## src/rtl/wavetable_reader_if.sv

```systemverilog
// Wavetable RAM read port: address/enables out of the reader, registered read data back in.
interface wavetable_reader_if #(
  parameter int ADDR_W = 9,
  parameter int DATA_W = 16
);
  logic [ADDR_W-1:0] ram_addr;
  logic              ram_ce;
  logic              ram_re;
  logic              ram_we;
  logic [DATA_W-1:0] ram_rdata;

  modport master (
    output ram_addr, ram_ce, ram_re, ram_we,
    input  ram_rdata
  );

  modport slave (
    input  ram_addr, ram_ce, ram_re, ram_we,
    output ram_rdata
  );
endinterface

```

## src/rtl/wavetable_reader.sv

```systemverilog
// Phase-accumulator wavetable playback: one unsigned sample per accepted tick from a 1-cycle-latency RAM.
// Define WAVE_INTERP_EN to linearly interpolate between adjacent table entries (latency 5 instead of 3).
module wavetable_reader #(
  parameter int ADDR_W  = 9,
  parameter int DATA_W  = 16,
  parameter int PHASE_W = 24
) (
  input  logic                clk,
  input  logic                reset,
  input  logic                sample_tick,
  input  logic                note_on,
  input  logic [PHASE_W-1:0]  phase_inc,
  wavetable_reader_if.master  ram,
  output logic [DATA_W-1:0]   sample_out,
  output logic                sample_valid,
  output logic                busy,
  output logic                overrun
);

  localparam logic [DATA_W-1:0] MIDSCALE = {1'b1, {(DATA_W-1){1'b0}}};

  typedef enum logic [2:0] {
    S_IDLE,
    S_RD0,
    S_RD1,
    S_CAP,
    S_CALC
  } state_t;

  state_t              state_q;
  logic [PHASE_W-1:0]  phase_q;
  logic [PHASE_W-1:0]  phase_d;
  logic [ADDR_W-1:0]   ram_addr_q;
  logic                ram_rd_q;
  logic [DATA_W-1:0]   sample_q;
  logic                vld_q;
  logic                overrun_q;
  logic [ADDR_W-1:0]   index;

`ifdef WAVE_INTERP_EN
  logic [DATA_W-1:0]   s0_q;
  logic [DATA_W-1:0]   s1_q;
  logic [7:0]          frac_q;
  logic [7:0]          frac;

  // s0 + ((s1 - s0) * frac) >>> 8; the result lies between s0 and s1 so truncation is lossless.
  function automatic logic [DATA_W-1:0] lerp(input logic [DATA_W-1:0] s0,
                                             input logic [DATA_W-1:0] s1,
                                             input logic [7:0]        fr);
    logic signed [DATA_W:0]   diff;
    logic signed [DATA_W+8:0] prod;
    logic signed [DATA_W+8:0] sum;
    diff = $signed({1'b0, s1}) - $signed({1'b0, s0});
    prod = (DATA_W+9)'(diff) * (DATA_W+9)'($signed({1'b0, fr}));
    sum  = $signed({9'b0, s0}) + (prod >>> 8);
    return DATA_W'(sum);
  endfunction

  assign frac = phase_q[PHASE_W-ADDR_W-1 -: 8];
`endif

  // Lookup uses the pre-increment phase.
  assign index   = phase_q[PHASE_W-1 -: ADDR_W];
  assign phase_d = phase_q + phase_inc;

  always_ff @(posedge clk) begin
    if (reset) begin
      state_q    <= S_IDLE;
      phase_q    <= '0;
      ram_addr_q <= '0;
      ram_rd_q   <= 1'b0;
      sample_q   <= MIDSCALE;
      vld_q      <= 1'b0;
      overrun_q  <= 1'b0;
    end else begin
      vld_q <= 1'b0;
      if (sample_tick && (state_q != S_IDLE)) overrun_q <= 1'b1;
      case (state_q)
        S_IDLE: begin
          if (sample_tick) begin
            if (note_on) begin
              phase_q    <= phase_d;
              ram_addr_q <= index;
              ram_rd_q   <= 1'b1;
`ifdef WAVE_INTERP_EN
              frac_q     <= frac;
`endif
              state_q    <= S_RD0;
            end else begin
              phase_q  <= '0;
              sample_q <= MIDSCALE;
              vld_q    <= 1'b1;
            end
          end
        end
        // --- read cycle 0: RAM samples index this cycle ---
        S_RD0: begin
`ifdef WAVE_INTERP_EN
          ram_addr_q <= ram_addr_q + ADDR_W'(1);
          state_q    <= S_RD1;
`else
          ram_rd_q   <= 1'b0;
          state_q    <= S_CAP;
`endif
        end
`ifdef WAVE_INTERP_EN
        // --- read cycle 1: data for index arrives, index+1 is requested ---
        S_RD1: begin
          s0_q     <= ram.ram_rdata;
          ram_rd_q <= 1'b0;
          state_q  <= S_CAP;
        end
        S_CAP: begin
          s1_q    <= ram.ram_rdata;
          state_q <= S_CALC;
        end
        // --- blend stage ---
        S_CALC: begin
          sample_q <= lerp(s0_q, s1_q, frac_q);
          vld_q    <= 1'b1;
          state_q  <= S_IDLE;
        end
`else
        S_CAP: begin
          sample_q <= ram.ram_rdata;
          vld_q    <= 1'b1;
          state_q  <= S_IDLE;
        end
`endif
        default: state_q <= S_IDLE;
      endcase
    end
  end

  assign ram.ram_addr  = ram_addr_q;
  assign ram.ram_ce    = ram_rd_q;
  assign ram.ram_re    = ram_rd_q;
  assign ram.ram_we    = 1'b0;
  assign sample_out    = sample_q;
  assign sample_valid  = vld_q;
  assign busy          = (state_q != S_IDLE);
  assign overrun       = overrun_q;

endmodule

```

## src/flat_wrapper.sv

```systemverilog
// flat-port wrapper written by rule: the top's interface ports become plain ports
module wavetable_reader_flat 
#(
  parameter int ADDR_W  = 9,
  parameter int DATA_W  = 16,
  parameter int PHASE_W = 24
)
  (clk, reset, sample_tick, note_on, phase_inc, sample_out, sample_valid, busy, overrun, ram_ram_addr, ram_ram_ce, ram_ram_re, ram_ram_we, ram_ram_rdata);
  wavetable_reader_if #(.ADDR_W(ADDR_W), .DATA_W(DATA_W)) ram_i ();
  input  logic clk;
  input  logic reset;
  input  logic sample_tick;
  input  logic note_on;
  input  logic [PHASE_W-1:0] phase_inc;
  output logic [DATA_W-1:0] sample_out;
  output logic sample_valid;
  output logic busy;
  output logic overrun;
  output wire logic [$bits(ram_i.ram_addr)-1:0] ram_ram_addr;
  output wire logic [$bits(ram_i.ram_ce)-1:0] ram_ram_ce;
  output wire logic [$bits(ram_i.ram_re)-1:0] ram_ram_re;
  output wire logic [$bits(ram_i.ram_we)-1:0] ram_ram_we;
  input wire logic [$bits(ram_i.ram_rdata)-1:0] ram_ram_rdata;
  assign ram_ram_addr = ram_i.ram_addr;
  assign ram_ram_ce = ram_i.ram_ce;
  assign ram_ram_re = ram_i.ram_re;
  assign ram_ram_we = ram_i.ram_we;
  assign ram_i.ram_rdata = ram_ram_rdata;
  wavetable_reader #(.ADDR_W(ADDR_W), .DATA_W(DATA_W), .PHASE_W(PHASE_W)) u_core (.clk(clk), .reset(reset), .sample_tick(sample_tick), .note_on(note_on), .phase_inc(phase_inc), .ram(ram_i), .sample_out(sample_out), .sample_valid(sample_valid), .busy(busy), .overrun(overrun));
endmodule
```

## config.mk

```make
export PLATFORM = sky130hd
export DESIGN_NAME = wavetable_reader_flat
export DESIGN_NICKNAME = d
export VERILOG_FILES = /design/src/rtl/wavetable_reader_if.sv /design/src/rtl/wavetable_reader.sv /design/src/flat_wrapper.sv
export SDC_FILE = /design/constraint.sdc
export NUM_CORES = 1
export LEC_CHECK = 0
export ABC_AREA = 1
export CORE_ASPECT_RATIO = 0.8
export CORE_MARGIN = 2
export CORE_UTILIZATION = 45
export DETAILED_ROUTE_END_ITERATION = 7
export GPL_TIMING_DRIVEN = 0
export PLACE_DENSITY_LB_ADDON = 0.3
export RECOVER_POWER = 50
export SETUP_SLACK_MARGIN = 0.3
export SYNTH_ARGS = -nofsm -noshare
export SYNTH_HDL_FRONTEND = slang
export SYNTH_SLANG_ARGS = --single-unit
```

## constraint.sdc

```tcl
create_clock -name clk -period 2.76 [get_ports clk]
set_clock_uncertainty 0.1 [all_clocks]
set_input_delay 0.552 -clock clk [delete_from_list [all_inputs] [get_ports clk]]
set_output_delay 0.552 -clock clk [all_outputs]
set_load 0.05 [all_outputs]
```

[Word-level counts from Yosys, hierarchy flattened]
Cells that the tools add are included.
Storage, ports and cells
  word-level logic and storage cells: 36
  register bits: 55
  output and inout bits: 31
  bits of input ports: 44
Cells by class
  multiplexer cells: 13
  reduce and logical (&&, ||, !) cells: 10
  $add $sub $neg: 1
  equal/unequal tests: 5
Operators by type and width (count)
  $mux W16: 2
  $pmux W16 S2: 1
  $add A24 B24 Y24: 1
  $mux W24: 1
  $reduce_and A3 Y1: 3
  $mux W3: 2
  $ne A2 B2 Y1 const B: 3
  $pmux W3 S2: 1
  $mux W1: 4
  $pmux W1 S2: 2
  $reduce_and A2 Y1: 2
  $reduce_bool A2 Y1: 2
  $eq A3 B1 Y1 const B: 1
  $eq A3 B2 Y1 const B: 1
  $logic_not A3 Y1: 1
  $reduce_bool A3 Y1: 1
  $logic_and A1 B1 Y1: 1

[Longest topological paths before layout]
Gate-level depths: netlist of run 1.
  depth after elaboration: 3
  depth in mapped cells: 12
  depth with buffers taken out: 12

[Worst setup path after synthesis of run 1]
Ideal clock, no wire load.
  kind: in2reg
  start point: in phase_inc[0]
  end point: reg u_core.phase_q[8]
  slack: 0.687 ns
  required time: 2.528 ns
  path buffers: 0
  setup time: 0.132 ns
  cell stages on the path: 10
  arrival: 1.841 ns
  path through: ha_1 > fa_1 > nand2_1 > nand2_1 > and2_4 > nand2_2 > nand2_2 > or2_0 > nand3_1 > a21oi_1
Between the ends
  longest elaborated chain between the ends: 2
Ends and longest elaborated chain
  start, declared: RTL line flat_wrapper.sv:14  | input logic [PHASE_W-1:0] phase_inc;
  $add A24 B24 Y24: RTL line wavetable_reader.sv:64  | assign phase_d = phase_q + phase_inc;
  $mux W24: RTL line wavetable_reader.sv:81  | if (note_on) begin
  end signal, assigned: RTL line wavetable_reader.sv:82  | phase_q <= phase_d;
  end, declared: RTL line wavetable_reader.sv:31  | logic [PHASE_W-1:0] phase_q;
No other way between the ends.
A chain may end at the register's enable or synchronous reset.

[Worst setup path in the final report of run 1]
  start point: in sample_tick
  end point: reg u_core.phase_q[2]
Between the ends
  longest elaborated chain between the ends: 1
Ends and longest elaborated chain
  start, declared: RTL line flat_wrapper.sv:12  | input logic sample_tick;
  $reduce_and A2 Y1 (no line)
No other way between the ends.

==> results.sh, run 1 <==
export IMPL_worst_path_buf_inv=3
export IMPL_fmax_ghz=0.4221
export IMPL_design_area_sq_mm=0.004598
export IMPL_cpMaxStageDelayCell="dlygate4sd3_1"
export IMPL_synth_yosys_seq_area_share_pct=29.50
export IMPL_cts_htree_levels=2
export IMPL_clk_path_buf_depth=2
export IMPL_crit_type="in -> reg"
export IMPL_reg2reg_depth=6
export IMPL_clkLatencyLatePin_ns=0.32
export IMPL_cts_hold_buffers=0
export IMPL_gp_congestion=0.9673
export IMPL_dpl_hpwl_mm=8.145
export IMPL_cts_tree="built"
export IMPL_synth_xor_area_share_pct=0.2390
export IMPL_tightest_slew_ns=0.6724
export IMPL_core_area_sq_mm=0.007910
export IMPL_leakage_nw=2.228
export IMPL_setup_viol=0
export IMPL_combPwrFrac_pct=42.2
export IMPL_pre_cts_ws_ns=0.05777
export IMPL_async_reset_ff_share_pct=0
export IMPL_cp_arrival_ns=2.51
export IMPL_clkPwrFrac_pct=19.5
export IMPL_finalHoldViolCount=0
export IMPL_fin_ws_ns=0.3909
export IMPL_synth_area_sq_mm=0.003665
export IMPL_drt_initial_drc_count=223
export IMPL_drive_above_1_share_pct=4.762
export IMPL_dieHeight_um=84.72
export IMPL_path_depth=7
export IMPL_dieWidth_um=104.9
export IMPL_antenna_found_initial=0
export IMPL_setup_tns_final_ns=0
export IMPL_path_cells="dlygate4sd3_1 > nand2_1 > nor2_1 > buf_4 > clkbuf_1 > nand3_1 > a21oi_1"
export IMPL_p_sw_uw=978.4
export IMPL_crit_family="buffers and inverters"
export IMPL_die_area_sq_mm=0.008886
export IMPL_power_internal_mw=1.354
export IMPL_grt_pass1_wl_mm=16.27
export IMPL_cp_slowest_stage_delay_ns=0.62
export IMPL_muxShareOfSynthArea_pct=0
export IMPL_synth_fa_ha_area_share_pct=9.423
export IMPL_avgSynthCellArea_sq_um=6.180
export IMPL_r2r_start="u_core.state_q[0]$_SDFFE_PP0P_"
export IMPL_grt_pass1_vias=3501
export IMPL_synth_nets=664
export IMPL_period_share_pct=85.84
export IMPL_drc=0
export IMPL_rows=29
export IMPL_yosysMostFrequentCell="nand2_1"
export IMPL_hold_class="reg -> reg"
export IMPL_netlist_top_cells_count="184 x nand2_1, 80 x inv_1, 59 x a21oi_1, 54 x dfxtp_1, 50 x nor2_1"
export IMPL_io_pins=75
export IMPL_firstDrtPassIters=5
export IMPL_grt_max_degree=17
export IMPL_utilization_pct=58.13
export IMPL_synth_compound_area_share_pct=14.03
export IMPL_numCtsBuffers=5
export IMPL_antenna_left=0
export IMPL_p_seq_share_pct=38.3
export IMPL_final_cells=780
export IMPL_r2r_end="u_core.sample_out[13]$_SDFFE_PP0P_"
export IMPL_relSlewSlack_pct=54.96
export IMPL_synth_warnings=0
export IMPL_start_util_pct=46.33
export IMPL_maxCapViolations=0
export IMPL_wire_per_inst_um=13.06
export IMPL_synth_distinct_cells=33
export IMPL_area_delta_synth_final_pct=25.47
export IMPL_synth_top_area_share_pct=29.50
export IMPL_synthCells=593
export IMPL_nNetsFinal=743
export IMPL_clk_pin_slew_ns=0.10
export IMPL_switching_share_pct=41.95
export IMPL_overflow=0
export IMPL_routed_wl_mm=10.19
export IMPL_critical_path_required_ns=2.91
export IMPL_power_total_mw=2.332
export IMPL_post_route_min_period_ns=2.369
export IMPL_start_kind="input port"
export IMPL_synth_top_area_cell="dfxtp_1"
export IMPL_powerDensity_mw_per_mm2=507.2
export IMPL_drv_slew=0
export IMPL_cp_startpoint="sample_tick"
export IMPL_endpoint_kind="flop"
export IMPL_rrSetupSlack_ns=0.57
export IMPL_crit_fanout=10
export IMPL_port_buffers=72
export IMPL_hold_worst_slack_ns=0.3755
export IMPL_clk_root_buffer_cell="clkbuf_8"
export IMPL_placed_cells=773
export IMPL_yosys_top_cells_area="dfxtp_1 29%, nand2_1 19%, ha_1 8.9%, inv_1 8.2%, a21oi_1 8.1%"
export IMPL_outcome="finished, final reports clean"
export IMPL_dpl_cell_area_sq_mm=0.004521
export IMPL_cts_sinks=54
export IMPL_synthFlopType="dfxtp_1"
export IMPL_rsz0062_at_grt="no"
export IMPL_ir_worst_vdd_mv=0.4363
export IMPL_antennaDiodeCount=0
export IMPL_viasPerCell=5.101
export IMPL_ys_ff_latch=54
export IMPL_yosys_area_share_simple_pct=35.68
export IMPL_synth_edf_count=0
export IMPL_synth_top_family_by_area="simple AND/OR/NAND/NOR gates"
export IMPL_vias=3979
export IMPL_track_usage_pct=22.55
export IMPL_crit_path_end="u_core.phase_q[2]$_SDFFE_PP0P_"
==> power groups by stage <==
stage / clock network [mW] / logic, mW / registers (mW)
global route: 0.489 / 1.08 / 0.905
detailed placement: 0 / 0.986 / 0.912
finish: 0.455 / 0.983 / 0.894
global placement: 0 / 0.967 / 0.909
floorplan: 0 / 0.582 / 1.00
CTS: 0.465 / 0.986 / 0.895
==> metal layers <==
layer / up-vias / wire [um] / GRT usage [%]
li1: 2041 / - / -
met4: 0 / 102 / 3.636
met1: 1826 / 5192 / 33.25
met3: 12 / 514 / 3.028
met2: 100 / 4380 / 35.71
met5: - / 0 / 0
==> tightest hold or removal path, stage by stage (launching register included) <==
cell and delay (ns):
dfxtp_1 0.33, nand2_1 0.06, a21oi_1 0.05
==> kinds of logic after synthesis <==
kind of cell / count (synthesis)
AND/OR/NAND/NOR: 310
buffers and inverters: 101
AO/OA/AOI/OAI: 99
flip-flops: 54
adder cells (fa/ha/maj): 27
XOR/XNOR: 1
other: 1
==> how the worst min path moves through the flow <==
| stage | from | endpoint | slack (ns) | depth (start not counted) |
|---|---|---|---|---|
| final | u_core.phase_q[4]$_SDFFE_PP0P_ | u_core.phase_q[4]$_SDFFE_PP0P_ | 0.38 | 2 |
| after global routing | u_core.sample_out[2]$_SDFFE_PP0P_ | u_core.sample_out[2]$_SDFFE_PP0P_ | 0.40 | 2 |
| after CTS | u_core.phase_q[9]$_SDFFE_PP0P_ | u_core.phase_q[9]$_SDFFE_PP0P_ | 0.38 | 2 |
| after detailed placement | u_core.phase_q[11]$_SDFFE_PP0P_ | u_core.phase_q[11]$_SDFFE_PP0P_ | 0.36 | 2 |
| after global placement | u_core.overrun$_SDFFE_PP0P_ | u_core.overrun$_SDFFE_PP0P_ | 0.35 | 2 |
| after floorplan | u_core.phase_q[0]$_SDFFE_PP0P_ | u_core.phase_q[0]$_SDFFE_PP0P_ | 0.35 | 2 |
==> what timing repair did <==
action                                  in CTS  in global routing
cloned                                       0                  0
gates resized for setup                      1                  2
setup buffers                                0                  0
endpoints found under the setup margin       1                  5
==> area by class of cell <==
type | count | area [sq um]
repair buffers | 72 | 719.4
fillers | 810 | 3312
well taps | 108 | 135.1
plain buffers | 19 | 91.34
inverters | 82 | 307.8
clock buffers | 5 | 68.82
multi-input cells | 438 | 2180
clock inverters | 2 | 15.01
flip-flops and latches | 54 | 1081
==> registers in the layout, summed over array words and instances, names as in the netlist <==
signal,count
u_core.overrun,1
u_core.phase_q,24
u_core.ram.ram_addr,9
u_core.ram.ram_ce,1
u_core.sample_out,16
u_core.sample_valid,1
u_core.state_q,2
==> layout by cell type (no fill, tap or decap), drive strengths merged <==
cell             n
nand3b           6
nand2          190
a21oi           61
a31oi            1
inv             82
fa               1
or2              4
and2             2
buf              9
ha              26
o221ai           1
conb             1
xor2             1
dlygate4sd3     18
o21ai           33
a21o             2
dfxtp           54
clkbuf          15
o22ai            1
nand4            5
nor2            54
nor3             4
dlygate4sd2      1
clkdlybuf4s50   53
clkinvlp         2
nand3           45
Note: power is estimated with default switching activity, not from simulation.
==> inputs of run 2 (changes only) <==
CAP_MARGIN = 20   (was unset)
==> results of run 2 <==
Final layout, timing and power as in run 1 (identical DEF).
